$ cat src/rtl/cpu_pkg.sv
// Shared types and widths for the 16-bit CPU front end.
package cpu_pkg;

  localparam int PC_W    = 16;
  localparam int INSTR_W = 16;

  typedef enum logic [1:0] {
    ST_IDLE = 2'd0,
    ST_REQ  = 2'd1,
    ST_WAIT = 2'd2,
    ST_HOLD = 2'd3
  } fetch_state_t;

endpackage

$ cat src/rtl/pc_fetch_unit_if.sv
// Fetch-stage bus: instruction memory request/response, decode handoff and redirect.
interface pc_fetch_unit_if;
  import cpu_pkg::*;

  logic [PC_W-1:0]    imem_addr;
  logic               imem_req;
  logic               imem_gnt;
  logic               imem_rvalid;
  logic [INSTR_W-1:0] imem_rdata;
  logic [INSTR_W-1:0] instr_o;
  logic [PC_W-1:0]    instr_pc_o;
  logic               instr_valid;
  logic               instr_ready;
  logic               redirect_valid;
  logic [PC_W-1:0]    redirect_pc;

  modport master (
    output imem_addr, imem_req, instr_o, instr_pc_o, instr_valid,
    input  imem_gnt, imem_rvalid, imem_rdata, instr_ready, redirect_valid, redirect_pc
  );

  modport slave (
    input  imem_addr, imem_req, instr_o, instr_pc_o, instr_valid,
    output imem_gnt, imem_rvalid, imem_rdata, instr_ready, redirect_valid, redirect_pc
  );

endinterface

$ cat src/rtl/pc_fetch_unit_pc_incr.sv
// Sequential-PC adder; the carry-out exists only so wrap-around is explicit.
module pc_incr
  import cpu_pkg::*;
(
  input  logic [PC_W-1:0] a,
  input  logic [PC_W-1:0] b,
  input  logic            cin,
  output logic [PC_W-1:0] sum,
  output logic            cout
);

  assign {cout, sum} = {1'b0, a} + {1'b0, b} + {{PC_W{1'b0}}, cin};

endmodule

$ cat src/rtl/pc_fetch_unit.sv
// PC register and single-outstanding instruction fetch with redirect priority.
module pc_fetch_unit
  import cpu_pkg::*;
#(
  parameter logic [PC_W-1:0] RESET_PC = 16'h0000
) (
  input  logic             clk,
  input  logic             rst_n,
  pc_fetch_unit_if.master  fetch_bus
);

  fetch_state_t       r_state, w_state_next;
  logic [PC_W-1:0]    r_pc, w_pc_next;
  logic               r_drop, w_drop_next;
  logic [INSTR_W-1:0] r_instr, w_instr_next;
  logic [PC_W-1:0]    r_instr_pc, w_instr_pc_next;
  logic               r_valid, w_valid_next;
  logic [PC_W-1:0]    w_pc_plus1;
  logic               w_cout_unused;

  pc_incr u_pc_incr (
    .a    (r_pc),
    .b    (16'h0001),
    .cin  (1'b0),
    .sum  (w_pc_plus1),
    .cout (w_cout_unused)
  );

  always_ff @(posedge clk or negedge rst_n) begin
    if (!rst_n) begin
      r_state    <= ST_IDLE;
      r_pc       <= RESET_PC;
      r_drop     <= 1'b0;
      r_instr    <= '0;
      r_instr_pc <= '0;
      r_valid    <= 1'b0;
    end else begin
      r_state    <= w_state_next;
      r_pc       <= w_pc_next;
      r_drop     <= w_drop_next;
      r_instr    <= w_instr_next;
      r_instr_pc <= w_instr_pc_next;
      r_valid    <= w_valid_next;
    end
  end

  always_comb begin
    w_state_next    = r_state;
    w_pc_next       = r_pc;
    w_drop_next     = r_drop;
    w_instr_next    = r_instr;
    w_instr_pc_next = r_instr_pc;
    w_valid_next    = r_valid;
    case (r_state)
      ST_IDLE: begin
        w_state_next = ST_REQ;
        if (fetch_bus.redirect_valid) w_pc_next = fetch_bus.redirect_pc;
      end
      ST_REQ: begin
        if (fetch_bus.imem_gnt) begin
          w_state_next = ST_WAIT;
          // The granted address is already stale; its response must be discarded.
          if (fetch_bus.redirect_valid) begin
            w_drop_next = 1'b1;
            w_pc_next   = fetch_bus.redirect_pc;
          end
        end else if (fetch_bus.redirect_valid) begin
          w_pc_next = fetch_bus.redirect_pc;
        end
      end
      ST_WAIT: begin
        if (fetch_bus.redirect_valid) begin
          w_pc_next = fetch_bus.redirect_pc;
          if (fetch_bus.imem_rvalid) begin
            w_drop_next  = 1'b0;
            w_state_next = ST_REQ;
          end else begin
            w_drop_next = 1'b1;
          end
        end else if (fetch_bus.imem_rvalid) begin
          if (r_drop) begin
            w_drop_next  = 1'b0;
            w_state_next = ST_REQ;
          end else begin
            w_instr_next    = fetch_bus.imem_rdata;
            w_instr_pc_next = r_pc;
            w_pc_next       = w_pc_plus1;
            w_valid_next    = 1'b1;
            w_state_next    = ST_HOLD;
          end
        end
      end
      ST_HOLD: begin
        if (fetch_bus.redirect_valid) begin
          w_valid_next = 1'b0;
          w_pc_next    = fetch_bus.redirect_pc;
          w_state_next = ST_REQ;
        end else if (fetch_bus.instr_ready) begin
          w_valid_next = 1'b0;
          w_state_next = ST_REQ;
        end
      end
      default: w_state_next = ST_IDLE;
    endcase
  end

  assign fetch_bus.imem_addr   = r_pc;
  assign fetch_bus.imem_req    = (r_state == ST_REQ);
  assign fetch_bus.instr_o     = r_instr;
  assign fetch_bus.instr_pc_o  = r_instr_pc;
  assign fetch_bus.instr_valid = r_valid;

endmodule

$ cat src/flat_wrapper.sv
// flat-port wrapper written by rule: the top's interface ports become plain ports
module pc_fetch_unit_flat import cpu_pkg::*;
#(
  parameter logic [PC_W-1:0] RESET_PC = 16'h0000
)
  (clk, rst_n, fetch_bus_imem_addr, fetch_bus_imem_req, fetch_bus_instr_o, fetch_bus_instr_pc_o, fetch_bus_instr_valid, fetch_bus_imem_gnt, fetch_bus_imem_rvalid, fetch_bus_imem_rdata, fetch_bus_instr_ready, fetch_bus_redirect_valid, fetch_bus_redirect_pc);
  pc_fetch_unit_if fetch_bus_i ();
  input  logic clk;
  input  logic rst_n;
  output wire logic [$bits(fetch_bus_i.imem_addr)-1:0] fetch_bus_imem_addr;
  output wire logic [$bits(fetch_bus_i.imem_req)-1:0] fetch_bus_imem_req;
  output wire logic [$bits(fetch_bus_i.instr_o)-1:0] fetch_bus_instr_o;
  output wire logic [$bits(fetch_bus_i.instr_pc_o)-1:0] fetch_bus_instr_pc_o;
  output wire logic [$bits(fetch_bus_i.instr_valid)-1:0] fetch_bus_instr_valid;
  input wire logic [$bits(fetch_bus_i.imem_gnt)-1:0] fetch_bus_imem_gnt;
  input wire logic [$bits(fetch_bus_i.imem_rvalid)-1:0] fetch_bus_imem_rvalid;
  input wire logic [$bits(fetch_bus_i.imem_rdata)-1:0] fetch_bus_imem_rdata;
  input wire logic [$bits(fetch_bus_i.instr_ready)-1:0] fetch_bus_instr_ready;
  input wire logic [$bits(fetch_bus_i.redirect_valid)-1:0] fetch_bus_redirect_valid;
  input wire logic [$bits(fetch_bus_i.redirect_pc)-1:0] fetch_bus_redirect_pc;
  assign fetch_bus_imem_addr = fetch_bus_i.imem_addr;
  assign fetch_bus_imem_req = fetch_bus_i.imem_req;
  assign fetch_bus_instr_o = fetch_bus_i.instr_o;
  assign fetch_bus_instr_pc_o = fetch_bus_i.instr_pc_o;
  assign fetch_bus_instr_valid = fetch_bus_i.instr_valid;
  assign fetch_bus_i.imem_gnt = fetch_bus_imem_gnt;
  assign fetch_bus_i.imem_rvalid = fetch_bus_imem_rvalid;
  assign fetch_bus_i.imem_rdata = fetch_bus_imem_rdata;
  assign fetch_bus_i.instr_ready = fetch_bus_instr_ready;
  assign fetch_bus_i.redirect_valid = fetch_bus_redirect_valid;
  assign fetch_bus_i.redirect_pc = fetch_bus_redirect_pc;
  pc_fetch_unit #(.RESET_PC(RESET_PC)) u_core (.clk(clk), .rst_n(rst_n), .fetch_bus(fetch_bus_i));
endmodule
$ cat config.mk
export PLATFORM = sky130hd
export DESIGN_NAME = pc_fetch_unit_flat
export DESIGN_NICKNAME = d
export VERILOG_FILES = /design/src/rtl/cpu_pkg.sv /design/src/rtl/pc_fetch_unit_if.sv /design/src/rtl/pc_fetch_unit_pc_incr.sv /design/src/rtl/pc_fetch_unit.sv /design/src/flat_wrapper.sv
export SDC_FILE = /design/constraint.sdc
export NUM_CORES = 1
export LEC_CHECK = 0
export CAP_MARGIN = 0
export CORE_MARGIN = 4
export CORE_UTILIZATION = 45
export CTS_BUF_LIST = sky130_fd_sc_hd__clkbuf_2 sky130_fd_sc_hd__clkbuf_4 sky130_fd_sc_hd__clkbuf_8
export DETAILED_ROUTE_END_ITERATION = 10
export HOLD_SLACK_MARGIN = 0.05
export MAX_ROUTING_LAYER = met4
export PLACE_DENSITY = 0.78
export SYNTH_ARGS = -nofsm -noshare
export SYNTH_HDL_FRONTEND = slang
export SYNTH_HIERARCHICAL = 1
export SYNTH_SLANG_ARGS = --single-unit
$ cat constraint.sdc
create_clock -name clk -period 2.99 [get_ports clk]
set_input_delay 0.897 -clock clk [delete_from_list [all_inputs] [get_ports clk]]
set_output_delay 0.897 -clock clk [all_outputs]
set_load 0.05 [all_outputs]
== Word level (Yosys, flattened, before mapping) ==
Cells that the tools add are included.

* Register bits: 52
* Bits of input ports: 38
* Output and inout port bits: 50
* Logic and storage cells: 55

* Add/subtract/negate cells: 1
* Equal/unequal tests: 12
* Multiplexer cells: 25
* Bitwise logic cells: 2
* Reduce and logical (&&, ||, !) cells: 9

{| class="wikitable"
|+ Operator list
! operator !! number
|-
| $mux W16 || 4
|-
| $pmux W16 S2 || 1
|-
| $add A16 B1 Y16 const B || 1
|-
| $mux W2 || 7
|-
| $mux W1 || 10
|-
| $ne A3 B3 Y1 const B || 3
|-
| $pmux W2 S4 || 1
|-
| $reduce_and A4 Y1 || 2
|-
| $ne A2 B1 Y1 const B || 3
|-
| $ne A2 B2 Y1 const B || 3
|-
| $reduce_and A3 Y1 || 2
|-
| $reduce_and A5 Y1 || 1
|-
| $eq A2 B2 Y1 const B || 2
|-
| $pmux W1 S2 || 2
|-
| $reduce_bool A2 Y1 || 2
|-
| $reduce_or A3 Y1 || 1
|-
| $eq A2 B1 Y1 const B || 1
|-
| $logic_not A2 Y1 || 1
|-
| $not A1 Y1 || 2
|}

== Logic depth before layout (Yosys ltp) ==
Gate-level depths: netlist of run 1.

* Depth after elaboration: 5
* Gate-level depth with buffers: 9
* Gate-level depth less buffers: 9

== Modules after synthesis ==
The synthesis of run 1 kept the hierarchy.

{| class="wikitable"
|+ Modules (own cells, without submodules)
! module !! times used !! cells each !! area an instance (um2) !! sequential area each (um2)
|-
| pc_fetch_unit || 1 || 162 || 2432.3 || 1301.2
|-
| pc_incr || 1 || 101 || 790.8 || 0.0
|}

== Least setup slack after synthesis of run 1 ==
No wires, ideal clock.

* Path type: register to register
* Start point: reg u_core.r_pc[0], in the netlist u_core/fetch_bus.imem_addr[0]
* End point: reg u_core.r_pc[14], in the netlist u_core/fetch_bus.imem_addr[14]
* Data arrival time: 3.044 ns
* Required time: 2.865 ns
* Path slack: -0.179 ns
* Stages on the path, launching flop included: 10
* Buffers on the path: 0
* Cell sequence: dfrtp_1 -> fa_1 -> fa_1 -> a211oi_2 -> o2111ai_1 -> a211o_2 -> o31ai_4 -> xnor2_1 -> mux2_2 -> mux2_2

* Longest elaborated chain between the ends: 5

{| class="wikitable"
|+ RTL lines
! element !! RTL line !! source
|-
| from (decl) || pc_fetch_unit.sv:13 || <nowiki>logic [PC_W-1:0] r_pc, w_pc_next;</nowiki>
|-
| from (signal assigned) || pc_fetch_unit.sv:39 || <nowiki>r_pc <= w_pc_next;</nowiki>
|-
| $add A16 B1 Y16 || pc_fetch_unit_pc_incr.sv:12 || <nowiki>assign {cout, sum} = {1'b0, a} + {1'b0, b} + {{PC_W{1'b0}}, cin};</nowiki>
|-
| net u_core.w_pc_plus1[14] || pc_fetch_unit.sv:18 || <nowiki>logic [PC_W-1:0] w_pc_plus1;</nowiki>
|-
| $mux W16 || pc_fetch_unit.sv:81 || <nowiki>if (r_drop) begin</nowiki>
|-
| $mux W16 || pc_fetch_unit.sv:80 || <nowiki>end else if (fetch_bus.imem_rvalid) begin</nowiki>
|-
| $mux W16 || pc_fetch_unit.sv:72 || <nowiki>if (fetch_bus.redirect_valid) begin</nowiki>
|-
| $pmux W16 S2 || pc_fetch_unit.sv:54 || <nowiki>case (r_state)</nowiki>
|}

The timed path passes the listed nets, and every way through them passes these cells. The select of a mux whose other input is x is not followed.
A chain may end at the register's enable or synchronous reset.

== Worst setup path in the final report of run 1 ==
Ends and elaborated chain as after synthesis.

==> impl_metrics.py, run 1 <==
metrics = {
    "outcome": {
        "status": "complete, no violations",
    },
    "layout": {
        "final_net_count": 427,
        "fin_util": 0.637,
        "multi_input_area_mm2": 0.00186,
        "nFillCells": 567,
        "stdcell_count": 464,
        "drive_gt1_frac": 0.247,
        "regArea_mm2": 0.00130,
        "diodes": 0,
        "area_growth_pct": 36.7,
    },
    "global_routing": {
        "grtUsageTotal": 0.171,
        "grt_overflow": 0,
        "grt_pass1_wl_mm": 11.5,
        "grt_pass1_vias": 2416,
        "grt_antenna_before_repair": 0,
        "grt_max_degree": 30,
    },
    "sta": {
        "holdWs_ns": 0.491,
        "fmax_ghz": 0.342,
        "setup_violations": 0,
        "period_minus_slack_ns": 2.93,
        "rsz0062_at_grt": "yes",
        "clock_skew_ns": 0.00830,
        "tns_ns": 0,
        "post-route-period-util": 0.978,
        "drv_slew": 0,
        "hold_viol_final": 0,
        "worst_slew_pin_slew_ns": 0.655,
        "maxSlewHeadroom": 0.563,
    },
    "synthesis": {
        "synth.avg_cell_area_um2": 12.4,
        "synthCells": 259,
        "synthesis.area_mm2": 0.00320,
        "ys_warn_count": 6,
    },
    "place": {
        "dp_cells": 454,
        "io_buffers": 87,
        "dp_hpwl_mm": 5.09,
        "finalWeightedCongestion": 0.859,
    },
    "clock_network": {
        "holdBufCountCts": 0,
        "cts_buffer_depth": 2,
        "root_buffer": "clkbuf_8",
        "clk_pin_slew_worst_paths_ns": 0.10,
        "cts_inserted_buffers": 5,
        "cts_tree": "built",
        "cts.htree.levels": 2,
        "clock_latency_ns": 0.32,
        "cts.sinks": 52,
    },
    "die": {
        "die_area_mm2": 0.00852,
        "start_util": 0.466,
        "dieWidth_um": 92.3,
        "fp-row-count": 30,
        "io_pins": 88,
        "core_area_mm2": 0.00687,
        "fp.dieH_um": 92.3,
    },
    "route": {
        "wl_met3_um": 378,
        "dr.max_layer_used": "met4",
        "viasPerCell": 5.03,
        "drt_iter0_drc": 68,
        "drc_errors": 0,
        "vias": 2336,
        "dr.pass1.iters": 4,
        "final_antenna_net_count": 0,
        "wl_met1_mm": 3.20,
        "dr_wl_met2_mm": 3.11,
        "route.final.wire_length_mm": 6.74,
        "wire_per_inst_um": 14.5,
    },
    "critical_path": {
        "cp_top_family": "compound AO/OA/AOI/OAI gates",
        "crit_fanout": 3,
        "cp.arrival_ns": 3.14,
        "worst-path-buf-inv": 0,
        "worstSetupPathType": "reg2reg",
        "cp-end-kind": "flip-flop",
        "crit_required_ns": 3.20,
        "cp_slowest_cell": "dfrtp_2",
        "start_kind": "flip-flop",
        "critPathMaxStageDelay_ns": 0.43,
        "crit_path_frequent_cell": "fa_2",
        "crit_path_cell_trace": "fa_2 -> fa_2 -> a211oi_2 -> o2111ai_2 -> a211o_2 -> o31ai_4 -> xnor2_1 -> mux2_2 -> mux2_4",
    },
    "flow_run": {
        "maxCapViolCount": 0,
    },
    "hold_path": {
        "hp-class": "reg2reg",
    },
    "pwr": {
        "ir_drop_v": 0.000539,
        "power_leakage_uw": 0.00197,
        "p_per_area_mw_per_mm2": 978,
    },
}
[routing by layer]
metal	vias up	track usage
li1	1144	-
met1	1114	0.223
met2	72	0.270
met3	6	0.0406
met4	0	0.0408
met5	-	-
[sequential cells by signal (all words and copies together), names as in the netlist]
name / count
u_core/r_state: 2
u_core/fetch_bus.instr_valid: 1
u_core/fetch_bus.instr_o: 16
u_core/r_drop: 1
u_core/fetch_bus.imem_addr: 16
u_core/fetch_bus.instr_pc_o: 16
[cell type report]
| class | instances | share of cell area |
|---|---|---|
| clock inverter | 3 | 0.0106 |
| inverter | 9 | 0.00772 |
| timing repair buffer | 95 | 0.215 |
| multi-input combinational | 204 | 0.426 |
| tap | 96 | 0.0275 |
| sequential | 52 | 0.298 |
| clock buffer | 5 | 0.0157 |
[power breakdown]
group          leakage, uW  switching [uW]  total (uW)  internal (uW)
Sequential        0.000661             181        1160            978
Combinational      0.00125            1570        2630           1060
Clock            0.0000548             243         495            252
[what timing repair did]
| item | 4_1_cts | 5_1_grt |
|---|---|---|
| hold endpoints to repair | 0 | 0 |
| gates cloned | 0 | 0 |
| pin swaps | 0 | 5 |
| setup endpoints to repair | 1 | 2 |
| buffers inserted | 0 | 2 |
| gates resized for setup | 1 | 1 |
[cells in the final DEF (no fill, tap or decap), types with 2 or more instances in the layout]
master and instances:
a211oi_1 4, xnor2_1 10, nand3_1 2, xor2_1 3
buf_4 7, nand2_1 7, mux2_4 21, inv_1 9
mux2_2 37, a31o_2 2, a21oi_2 3, o21ai_0 6
nor2_1 5, ha_1 20, a21oi_1 10, clkbuf_8 5
nand4_1 3, mux2_1 7, clkdlybuf4s50_1 86, nor3b_1 3
fa_2 2, dfrtp_1 51, a21o_1 2, nand2b_1 5
nor3_1 3, a31oi_1 3, conb_1 18, nor2b_1 4
[path summary, 6_finish.rpt]
| kind | start | end | slack [ns] | depth (start not counted) |
|---|---|---|---|---|
| max | u_core/fetch_bus.imem_addr[0] | u_core/fetch_bus.imem_addr[14] | 0.06 | 9 |
| min | u_core/fetch_bus.instr_o[14] | u_core/fetch_bus.instr_o[14] | 0.49 | 1 |
| max reg2reg | u_core/fetch_bus.imem_addr[0] | u_core/fetch_bus.imem_addr[14] | 0.06 | 9 |
| min reg2reg | u_core/fetch_bus.instr_o[14] | u_core/fetch_bus.instr_o[14] | 0.49 | 1 |
| max in group asynchronous | rst_n | u_core/fetch_bus.imem_addr[0] | 1.73 | 2 |
| min in group asynchronous | rst_n | u_core/fetch_bus.instr_pc_o[5] | 0.60 | 1 |
[stage by stage]
step	instance area, um^2	power (uW)	setup WS, ns
2_1_floorplan	3270	3000	0.0461
3_3_place_gp	4230	3740	0.0562
3_5_place_dp	4230	3770	0.000230
4_1_cts	4360	4300	0.00779
5_1_grt	4370	4530	-0.0325
6_report	4370	4280	0.0648
No activity file was read; power rests on OpenSTA's default activity.
==> run 2: changes to the inputs <==
CAP_MARGIN = 20   (was 0)
==> results of run 2 <==
Final layout, timing and power as in run 1 (identical DEF).
